[config.mk]
export PLATFORM = sky130hd
export DESIGN_NAME = hazard_ctrl_flat
export DESIGN_NICKNAME = d
export VERILOG_FILES = /design/src/rtl/hazard_pkg.sv /design/src/rtl/hazard_ctrl_if.sv /design/src/rtl/fwd_sel.sv /design/src/rtl/hazard_ctrl.sv /design/src/flat_wrapper.sv
export SDC_FILE = /design/constraint.sdc
export NUM_CORES = 1
export LEC_CHECK = 0
export ABC_AREA = 1
export ABC_CLOCK_PERIOD_IN_PS = 1800
export CORE_MARGIN = 3
export CORE_UTILIZATION = 40
export DETAILED_ROUTE_END_ITERATION = 7
export GPL_TIMING_DRIVEN = 0
export PLACE_DENSITY = 0.91
export SYNTH_ARGS = -nofsm -noshare
export SYNTH_HDL_FRONTEND = slang
export SYNTH_SLANG_ARGS = --single-unit
[constraint.sdc]
create_clock -name clk -period 1.8 [get_ports clk]
set_input_delay 0.27 -clock clk [delete_from_list [all_inputs] [get_ports clk]]
set_output_delay 0.27 -clock clk [all_outputs]
set_load 0.02 [all_outputs]
[src/rtl/hazard_pkg.sv]
// Shared constants and types for the pipeline hazard sequencer.
package hazard_pkg;

    localparam int unsigned INSTR_W   = 19;
    localparam int unsigned REG_W     = 3;
    localparam int unsigned SRC_A_LSB = 8;
    localparam int unsigned SRC_B_LSB = 5;
    localparam int unsigned DST_LSB   = 11;
    localparam int unsigned STALL_W   = 16;
    localparam int unsigned FCNT_W    = 2;

    // Encodings are visible on hz_state, so they are pinned explicitly.
    typedef enum logic [1:0] {
        StRun     = 2'b00,
        StLdStall = 2'b01,
        StFlush   = 2'b10,
        StMemWait = 2'b11
    } hz_state_e;

    localparam logic [1:0] FWD_REG = 2'b00;
    localparam logic [1:0] FWD_EX  = 2'b01;
    localparam logic [1:0] FWD_MEM = 2'b10;

    // Extract a register-index field starting at lsb.
    function automatic logic [REG_W-1:0] instr_field(input logic [INSTR_W-1:0] instr,
                                                     input int unsigned lsb);
        logic [INSTR_W-1:0] sh;
        sh = instr >> lsb;
        return sh[REG_W-1:0];
    endfunction

endpackage

[src/rtl/hazard_ctrl_if.sv]
// Decode/execute-side signals seen by the hazard sequencer.
interface hazard_ctrl_if;
    import hazard_pkg::*;

    logic [INSTR_W-1:0] IF_ID_instruction;
    logic [INSTR_W-1:0] ID_EX_instruction;
    logic               ID_EX_mem_read;
    logic               ID_EX_reg_write;
    logic               EX_MEM_reg_write;
    logic [REG_W-1:0]   EX_MEM_dst;
    logic               branch_taken;
    logic               mem_busy;
    logic               pc_write;
    logic               if_id_write;
    logic               if_id_flush;
    logic               id_ex_bubble;
    logic [1:0]         fwd_a;
    logic [1:0]         fwd_b;
    logic [1:0]         hz_state;
    logic [STALL_W-1:0] stall_cnt;

    // Pipeline side: supplies stage contents, consumes the strobes.
    modport master (
        output IF_ID_instruction, ID_EX_instruction, ID_EX_mem_read, ID_EX_reg_write,
               EX_MEM_reg_write, EX_MEM_dst, branch_taken, mem_busy,
        input  pc_write, if_id_write, if_id_flush, id_ex_bubble, fwd_a, fwd_b,
               hz_state, stall_cnt
    );

    // Hazard sequencer side.
    modport slave (
        input  IF_ID_instruction, ID_EX_instruction, ID_EX_mem_read, ID_EX_reg_write,
               EX_MEM_reg_write, EX_MEM_dst, branch_taken, mem_busy,
        output pc_write, if_id_write, if_id_flush, id_ex_bubble, fwd_a, fwd_b,
               hz_state, stall_cnt
    );

endinterface

[src/rtl/fwd_sel.sv]
// Operand-forwarding select for one source operand; EX result beats MEM result.
module fwd_sel
    import hazard_pkg::*;
(
    input  logic [REG_W-1:0] src_i,
    input  logic [REG_W-1:0] ex_dst_i,
    input  logic             ex_reg_write_i,
    input  logic             ex_mem_read_i,
    input  logic [REG_W-1:0] mem_dst_i,
    input  logic             mem_reg_write_i,
    output logic [1:0]       sel_o
);

    // A load's data is not ready in EX, so only ALU writers forward from EX.
    always_comb begin
        sel_o = FWD_REG;
        if (ex_reg_write_i && !ex_mem_read_i && (ex_dst_i == src_i)) begin
            sel_o = FWD_EX;
        end else if (mem_reg_write_i && (mem_dst_i == src_i)) begin
            sel_o = FWD_MEM;
        end
    end

endmodule

[src/rtl/hazard_ctrl.sv]
// Pipeline hazard sequencer: load-use stalls, branch flushes, memory-busy holds, forwarding.
module hazard_ctrl
    import hazard_pkg::*;
#(
    parameter int unsigned FLUSH_CYC = 2
) (
    input logic          clk,
    input logic          reset,
    hazard_ctrl_if.slave hz
);

    localparam logic [FCNT_W-1:0] FlushLoad = FCNT_W'(FLUSH_CYC - 1);
    localparam logic [STALL_W-1:0] StallMax = '1;

    hz_state_e          state_q, state_d;
    logic [FCNT_W-1:0]  fcnt_q, fcnt_d;
    logic [STALL_W-1:0] stall_q, stall_d;

    logic [REG_W-1:0] ifid_src_a, ifid_src_b, idex_dst;
    logic             load_use;
    logic             pc_write, if_id_write, if_id_flush, id_ex_bubble;
    logic [1:0]       fwd_a, fwd_b;

    assign ifid_src_a = instr_field(hz.IF_ID_instruction, SRC_A_LSB);
    assign ifid_src_b = instr_field(hz.IF_ID_instruction, SRC_B_LSB);
    assign idex_dst   = instr_field(hz.ID_EX_instruction, DST_LSB);

    assign load_use = hz.ID_EX_mem_read && hz.ID_EX_reg_write &&
                      ((idex_dst == ifid_src_a) || (idex_dst == ifid_src_b));

    fwd_sel u_fwd_a (
        .src_i          (ifid_src_a),
        .ex_dst_i       (idex_dst),
        .ex_reg_write_i (hz.ID_EX_reg_write),
        .ex_mem_read_i  (hz.ID_EX_mem_read),
        .mem_dst_i      (hz.EX_MEM_dst),
        .mem_reg_write_i(hz.EX_MEM_reg_write),
        .sel_o          (fwd_a)
    );

    fwd_sel u_fwd_b (
        .src_i          (ifid_src_b),
        .ex_dst_i       (idex_dst),
        .ex_reg_write_i (hz.ID_EX_reg_write),
        .ex_mem_read_i  (hz.ID_EX_mem_read),
        .mem_dst_i      (hz.EX_MEM_dst),
        .mem_reg_write_i(hz.EX_MEM_reg_write),
        .sel_o          (fwd_b)
    );

    // Next state: branch > unfinished flush > mem_busy > load-use (from RUN only).
    always_comb begin
        state_d = StRun;
        fcnt_d  = fcnt_q;
        if (hz.branch_taken) begin
            state_d = StFlush;
            fcnt_d  = FlushLoad;
        end else if ((state_q == StFlush) && (fcnt_q != '0)) begin
            state_d = StFlush;
            fcnt_d  = fcnt_q - 1'b1;
        end else if (hz.mem_busy) begin
            state_d = StMemWait;
        end else if (load_use && (state_q == StRun)) begin
            state_d = StLdStall;
        end
    end

    // Saturating count of cycles spent outside RUN.
    always_comb begin
        stall_d = stall_q;
        if ((state_q != StRun) && (stall_q != StallMax)) begin
            stall_d = stall_q + 1'b1;
        end
    end

    // State and counter registers.
    always_ff @(posedge clk or posedge reset) begin
        if (reset) begin
            state_q <= StRun;
            fcnt_q  <= '0;
            stall_q <= '0;
        end else begin
            state_q <= state_d;
            fcnt_q  <= fcnt_d;
            stall_q <= stall_d;
        end
    end

    // Moore strobes decoded from the current state.
    always_comb begin
        pc_write     = 1'b1;
        if_id_write  = 1'b1;
        if_id_flush  = 1'b0;
        id_ex_bubble = 1'b0;
        unique case (state_q)
            StRun: ;
            StLdStall: begin
                pc_write     = 1'b0;
                if_id_write  = 1'b0;
                id_ex_bubble = 1'b1;
            end
            StFlush: begin
                if_id_flush  = 1'b1;
                id_ex_bubble = 1'b1;
            end
            StMemWait: begin
                pc_write    = 1'b0;
                if_id_write = 1'b0;
            end
            default: ;
        endcase
    end

    assign hz.pc_write     = pc_write;
    assign hz.if_id_write  = if_id_write;
    assign hz.if_id_flush  = if_id_flush;
    assign hz.id_ex_bubble = id_ex_bubble;
    assign hz.fwd_a        = fwd_a;
    assign hz.fwd_b        = fwd_b;
    assign hz.hz_state     = state_q;
    assign hz.stall_cnt    = stall_q;

endmodule
[src/flat_wrapper.sv]
// flat-port wrapper written by rule: the top's interface ports become plain ports
module hazard_ctrl_flat import hazard_pkg::*;
#(
    parameter int unsigned FLUSH_CYC = 2
)
  (clk, reset, hz_IF_ID_instruction, hz_ID_EX_instruction, hz_ID_EX_mem_read, hz_ID_EX_reg_write, hz_EX_MEM_reg_write, hz_EX_MEM_dst, hz_branch_taken, hz_mem_busy, hz_pc_write, hz_if_id_write, hz_if_id_flush, hz_id_ex_bubble, hz_fwd_a, hz_fwd_b, hz_hz_state, hz_stall_cnt);
  hazard_ctrl_if hz_i ();
  input logic clk;
  input logic reset;
  input wire logic [$bits(hz_i.IF_ID_instruction)-1:0] hz_IF_ID_instruction;
  input wire logic [$bits(hz_i.ID_EX_instruction)-1:0] hz_ID_EX_instruction;
  input wire logic [$bits(hz_i.ID_EX_mem_read)-1:0] hz_ID_EX_mem_read;
  input wire logic [$bits(hz_i.ID_EX_reg_write)-1:0] hz_ID_EX_reg_write;
  input wire logic [$bits(hz_i.EX_MEM_reg_write)-1:0] hz_EX_MEM_reg_write;
  input wire logic [$bits(hz_i.EX_MEM_dst)-1:0] hz_EX_MEM_dst;
  input wire logic [$bits(hz_i.branch_taken)-1:0] hz_branch_taken;
  input wire logic [$bits(hz_i.mem_busy)-1:0] hz_mem_busy;
  output wire logic [$bits(hz_i.pc_write)-1:0] hz_pc_write;
  output wire logic [$bits(hz_i.if_id_write)-1:0] hz_if_id_write;
  output wire logic [$bits(hz_i.if_id_flush)-1:0] hz_if_id_flush;
  output wire logic [$bits(hz_i.id_ex_bubble)-1:0] hz_id_ex_bubble;
  output wire logic [$bits(hz_i.fwd_a)-1:0] hz_fwd_a;
  output wire logic [$bits(hz_i.fwd_b)-1:0] hz_fwd_b;
  output wire logic [$bits(hz_i.hz_state)-1:0] hz_hz_state;
  output wire logic [$bits(hz_i.stall_cnt)-1:0] hz_stall_cnt;
  assign hz_i.IF_ID_instruction = hz_IF_ID_instruction;
  assign hz_i.ID_EX_instruction = hz_ID_EX_instruction;
  assign hz_i.ID_EX_mem_read = hz_ID_EX_mem_read;
  assign hz_i.ID_EX_reg_write = hz_ID_EX_reg_write;
  assign hz_i.EX_MEM_reg_write = hz_EX_MEM_reg_write;
  assign hz_i.EX_MEM_dst = hz_EX_MEM_dst;
  assign hz_i.branch_taken = hz_branch_taken;
  assign hz_i.mem_busy = hz_mem_busy;
  assign hz_pc_write = hz_i.pc_write;
  assign hz_if_id_write = hz_i.if_id_write;
  assign hz_if_id_flush = hz_i.if_id_flush;
  assign hz_id_ex_bubble = hz_i.id_ex_bubble;
  assign hz_fwd_a = hz_i.fwd_a;
  assign hz_fwd_b = hz_i.fwd_b;
  assign hz_hz_state = hz_i.hz_state;
  assign hz_stall_cnt = hz_i.stall_cnt;
  hazard_ctrl #(.FLUSH_CYC(FLUSH_CYC)) u_core (.clk(clk), .reset(reset), .hz(hz_i));
endmodule
## Yosys cells after proc, flatten, opt, wreduce, memory -nomap -nowiden

Index checks and enable logic that the tools add are counted.

| storage, ports and cells | value |
|---|---|
| bits in registers | 20 |
| input port bits | 48 |
| output and inout port bits | 26 |
| logic and storage cells | 44 |

| operators by class | value |
|---|---|
| $add $sub $neg | 2 |
| eq/ne operators | 8 |
| mux-type cells | 13 |
| reductions and logical operators | 18 |

Operator list:

| operator | number |
|---|---|
| $mux 2 | 9 |
| $add 16x1->16 const B | 1 |
| $ne 16x16->1 const B | 1 |
| $eq 3x3->1 | 4 |
| $logic_and 1x1->1 | 10 |
| $reduce_bool 2->1 | 3 |
| $eq 2x2->1 const B | 2 |
| $mux 1 | 4 |
| $reduce_or 2->1 | 2 |
| $eq 2x1->1 const B | 1 |
| $logic_not 2->1 | 1 |
| $sub 2x1->2 const B | 1 |
| $logic_not 1->1 | 1 |
| $logic_or 1x1->1 | 1 |

## Depth between registers and ports, before layout

| depth | value |
|---|---|
| word-level depth | 8 |
| gate-level depth with buffers | 9 |
| mapped depth without buffers | 9 |

## Modules after synthesis

A second synthesis with hierarchy kept.

| unflattened totals | value |
|---|---|
| cells, all modules | 279 |
| area, all modules | 1727.9 um^2 |

Modules (own cells, without submodules):

| module | instances | cells each | area each (um^2) | sequential area each (um^2) |
|---|---|---|---|---|
| hazard_ctrl | 1 | 211 | 1460.2 | 500.5 |
| fwd_sel | 2 | 34 | 133.9 | 0.0 |

## Least setup slack after synthesis

Ideal clock, no wire load.

| path | value |
|---|---|
| path kind | register to register |
| start point | register u_core.stall_q[1], in the netlist u_core.hz.stall_cnt[1] |
| end point | register u_core.stall_q[12], in the netlist u_core.hz.stall_cnt[12] |
| setup time | 117 ps |
| arrival | 1477 ps |
| required time | 1683 ps |
| path slack | 206 ps |
| stages on the path, launching flop included | 10 |
| buffers on the path | 1 |
| clock period less this slack | 1594 ps |
| path through | dfrtp_1 -> ha_1 -> inv_1 -> nor2_4 -> nand2_4 -> nor2_2 -> nor2_4 -> buf_6 -> nand2_1 -> nand2_1 |

| on the way | value |
|---|---|
| longest elaborated chain between the ends | 2 |
| elaborated cells on any way between the ends | 3 |
| classes of those cells | 1 x add/sub; 1 x eq/ne; 1 x reduce/logical |

Ends and longest elaborated chain:

| what | RTL line | text |
|---|---|---|
| from (decl) | hazard_ctrl.sv:17 | `logic [STALL_W-1:0] stall_q, stall_d;` |
| from (signal assigned) | hazard_ctrl.sv:85 | `stall_q <= stall_d;` |
| branches (longest 2 deep; another with $add 16x1->16) | n/a |  |

Parallel ways; which one is timed is not known.
A chain may end at the register's enable or synchronous reset.

## Worst setup path in the final report

| path | value |
|---|---|
| start point | input port hz_EX_MEM_dst[0] |
| end point | output port hz_fwd_a[1] |

| on the way | value |
|---|---|
| longest elaborated chain between the ends | 4 |

Ends and longest elaborated chain:

| what | RTL line | text |
|---|---|---|
| from (decl) | flat_wrapper.sv:15 | `input wire logic [$bits(hz_i.EX_MEM_dst)-1:0] hz_EX_MEM_dst;` |
| $eq 3x3->1 | fwd_sel.sv:19 | `end else if (mem_reg_write_i && (mem_dst_i == src_i)) begin` |
| $logic_and 1x1->1 | fwd_sel.sv:19 |  |
| $mux 2 | fwd_sel.sv:19 |  |
| $mux 2 | fwd_sel.sv:17 | `if (ex_reg_write_i && !ex_mem_read_i && (ex_dst_i == src_i)) begin` |
| to (decl) | flat_wrapper.sv:22 | `output wire logic [$bits(hz_i.fwd_a)-1:0] hz_fwd_a;` |

Every way passes these cells.

==> flow_summary_export.csv <==
group,metric,value,unit
clocking,clk_pin_slew_worst_paths,0.07,ns
placed_design,post-place-ws,-0.3334,ns
yosys,ys_types,26,
yosys,synthTopCellsByArea,"dfrtp_1 34%, nand2_1 20%, inv_1 7.7%",
floorplan,core.rowCount,21,
floorplan,start_util,42.60,%
routing,drtPass1Iterations,4,
routing,drc,0,
setup_path,startpoint_type,"input port",
yosys,syn_inst,210,
yosys,synth_area,0.001466,mm2
power,peakVddDrop,766.0,uV
yosys,yosysTopAreaCell,"dfrtp_1",
yosys,async_reset_ff_share,100.0,%
placed_design,numPortBuffers,44,
yosys,synth_fp_nets,264,
placed_design,dp_hpwl,2630,um
floorplan,dieArea,0.004428,mm2
placed_design,dp.cells,300,
timing,worst_slack,0.07366,ns
timing,skew,0.002536,ns
job,maxCapViolations,0,
timing,hold_viol_final,0,
clocking,postCtsHoldBufs,0,
finish,finalNonFillerCells,303,
setup_path,crit_start,"hz_EX_MEM_dst[0]",
yosys,synth-seq-area-share,34.13,%
grt,grt_max_degree,21,
min_path,min_path_type,"in2async",
clocking,cts.sinks,20,
placed_design,placedInstanceArea,0.001964,mm2
power,p_sw_share,40.65,%
timing,min_period,1.726,ns
routing,viasPerCell,4.650,
clocking,clk_path_buf_depth,2,
timing,fin_crit_sh,95.91,%
setup_path,crit_fanout,3,
finish,nets,313,
grt,grt_pass1_wl,5561,um
timing,fmax,0.5793,GHz
power,power,1.830,mW
outcome,outcome,"complete, no violations",
timing,setup-tns-final,0,ns
yosys,syn-mean-instance-area,6.983,um2
timing,hold_slack,0.4497,ns
routing,dr_total_vias,1409,
routing,wl_per_cell,10.80,um
floorplan,ios,74,
grt,grt_pass1_vias,1261,
setup_path,worstPathArrival,1.46,ns
placed_design,gp_congestion,0.8867,
finish,final_cell_mix,"77 x nand2_1, 36 x clkdlybuf4s50_1, 30 x inv_1",
finish,num_antenna_cells,0,
timing,report.final.slew_viol_count,0,
setup_path,crit_type,"in2out",
power,leakage,0.9338,nW
clocking,clkLatencyLatePin,0.26,ns
grt,overflow,0,
power,seq_power_share,36.6,%
routing,drt-total-wl,3272,um
routing,drt_first_iter_violations,55,
floorplan,core_area,0.003442,mm2
yosys,synth_edf_count,0,
power,pwr_density_cell,923.3,mW/mm2
clocking,cts_tree,"done",
finish,final_cell_area,0.001982,mm2
yosys,synth_top_area_share,34.13,%
clocking,htree_levels,1,
clocking,cts_root_buf,"clkbuf_8",
timing,worst_pin_slew,0.7685,ns
grt,grt_usage,16.04,%
finish,post-route-util,57.58,%
setup_path,end_kind,"output pin",
timing,rsz0062_at_grt,"false",
routing,ant_nets,0,
clocking,numCtsBuffers,3,
finish,layout_commonest_cell,"nand2_1",
finish,regArea,500.5,um2
yosys,ys_ff_latch,20,
yosys,synth-main-ff-cell,"dfrtp_1",
grt,antenna_found_initial,0,
setup_path,worstReg2RegStart,"u_core.hz.stall_cnt[1]",
power,power_frac_comb,47.4,%
setup_path,required,1.53,ns
timing,setup_viol,0,
yosys,yosysWarningCount,0,
finish,area_delta_synth_final,35.15,%
power,clockPowerShare,16.0,%
finish,multi_input_area,819.5,um2
finish,n_fill_cell,310,
floorplan,die_w,66.55,um
floorplan,die_height,66.55,um
power,p_sw,0.7438,mW
finish,drive_gt1_share,7.393,%
timing,slew_headroom,48.71,%
power,p_int,1.086,mW
cell type report:
| type | count | area share [%] |
|---|---|---|
| Inverter | 31 | 5.871 |
| Multi-Input combinational cell | 156 | 41.35 |
| Tap cell | 46 | 2.904 |
| Sequential cell | 20 | 25.25 |
| Buffer | 3 | 1.515 |
| Clock buffer | 3 | 2.083 |
| Timing Repair Buffer | 44 | 21.02 |
worst paths after layout:
check	end	slack, ns	cells after the start
min in group clk	u_core.hz.stall_cnt[14]	0.52	2
max	hz_fwd_a[1]	0.07	8
max reg2reg	u_core.hz.stall_cnt[11]	0.16	8
min	u_core.hz.stall_cnt[4]	0.45	2
min reg2reg	u_core.hz.stall_cnt[14]	0.52	2
max in group asynchronous	u_core.hz.stall_cnt[13]	0.87	2
synth_stat cells, types with 3 or more instances:
library cell	instances
xnor2_1	6
nor2_4	3
o21ai_0	4
nand2_1	77
nor3_1	3
inv_1	30
xor2_1	10
ha_1	6
nand3_1	10
dfrtp_1	20
nor2_1	21
nand3b_1	3
kinds of logic (layout without fill, tap and decap cells):
| kind of cell | count (synthesis) | in the layout | synth area share, % |
|---|---|---|---|
| adders and majority gates | 6 | 6 | 5.119 |
| buffers and inverters | 34 | 81 | 9.983 |
| xor gates and xnor gates | 16 | 16 | 9.556 |
| and+or+nand+nor | 123 | 123 | 36.26 |
| DFF | 20 | 20 | 34.13 |
| AOI/OAI and AO/OA | 11 | 11 | 4.950 |
state kept, by name (all words and copies together) (netlist names):
signal	count
u_core.hz.hz_state	2
u_core.fcnt_q	2
u_core.hz.stall_cnt	16
layer usage:
layer | GRT usage (%) | routed length, um | share of wire (%)
met1 | 21.63 | 1514 | 46
met2 | 26.73 | 1595 | 49
met3 | 2.530 | 138 | 4.2
met4 | 3.807 | 23 | 0.70
met5 | 0 | 0 | 0
worst max-delay path, stage by stage:
cell	delay, ns
clkdlybuf4s50_1	0.47
inv_1	0.06
or2_2	0.27
nand3_1	0.07
nor3_1	0.04
o21ai_1	0.07
inv_1	0.04
buf_2	0.15
power by group through the flow:
stage	logic, mW	registers (mW)	clock network [mW]
detailed placement	0.891	0.676	0
CTS	0.877	0.669	0.297
global route	0.960	0.690	0.315
finish	0.867	0.669	0.293
global placement	0.872	0.672	0
floorplan	0.465	0.753	0
repair_timing:
action,in CTS,in global routing
pin swaps,0,1
buffers inserted,0,0
hold endpoints to repair,0,0
setup endpoints to repair,8,5
resized for setup,15,6
Note: power is estimated with default switching activity, not from simulation.
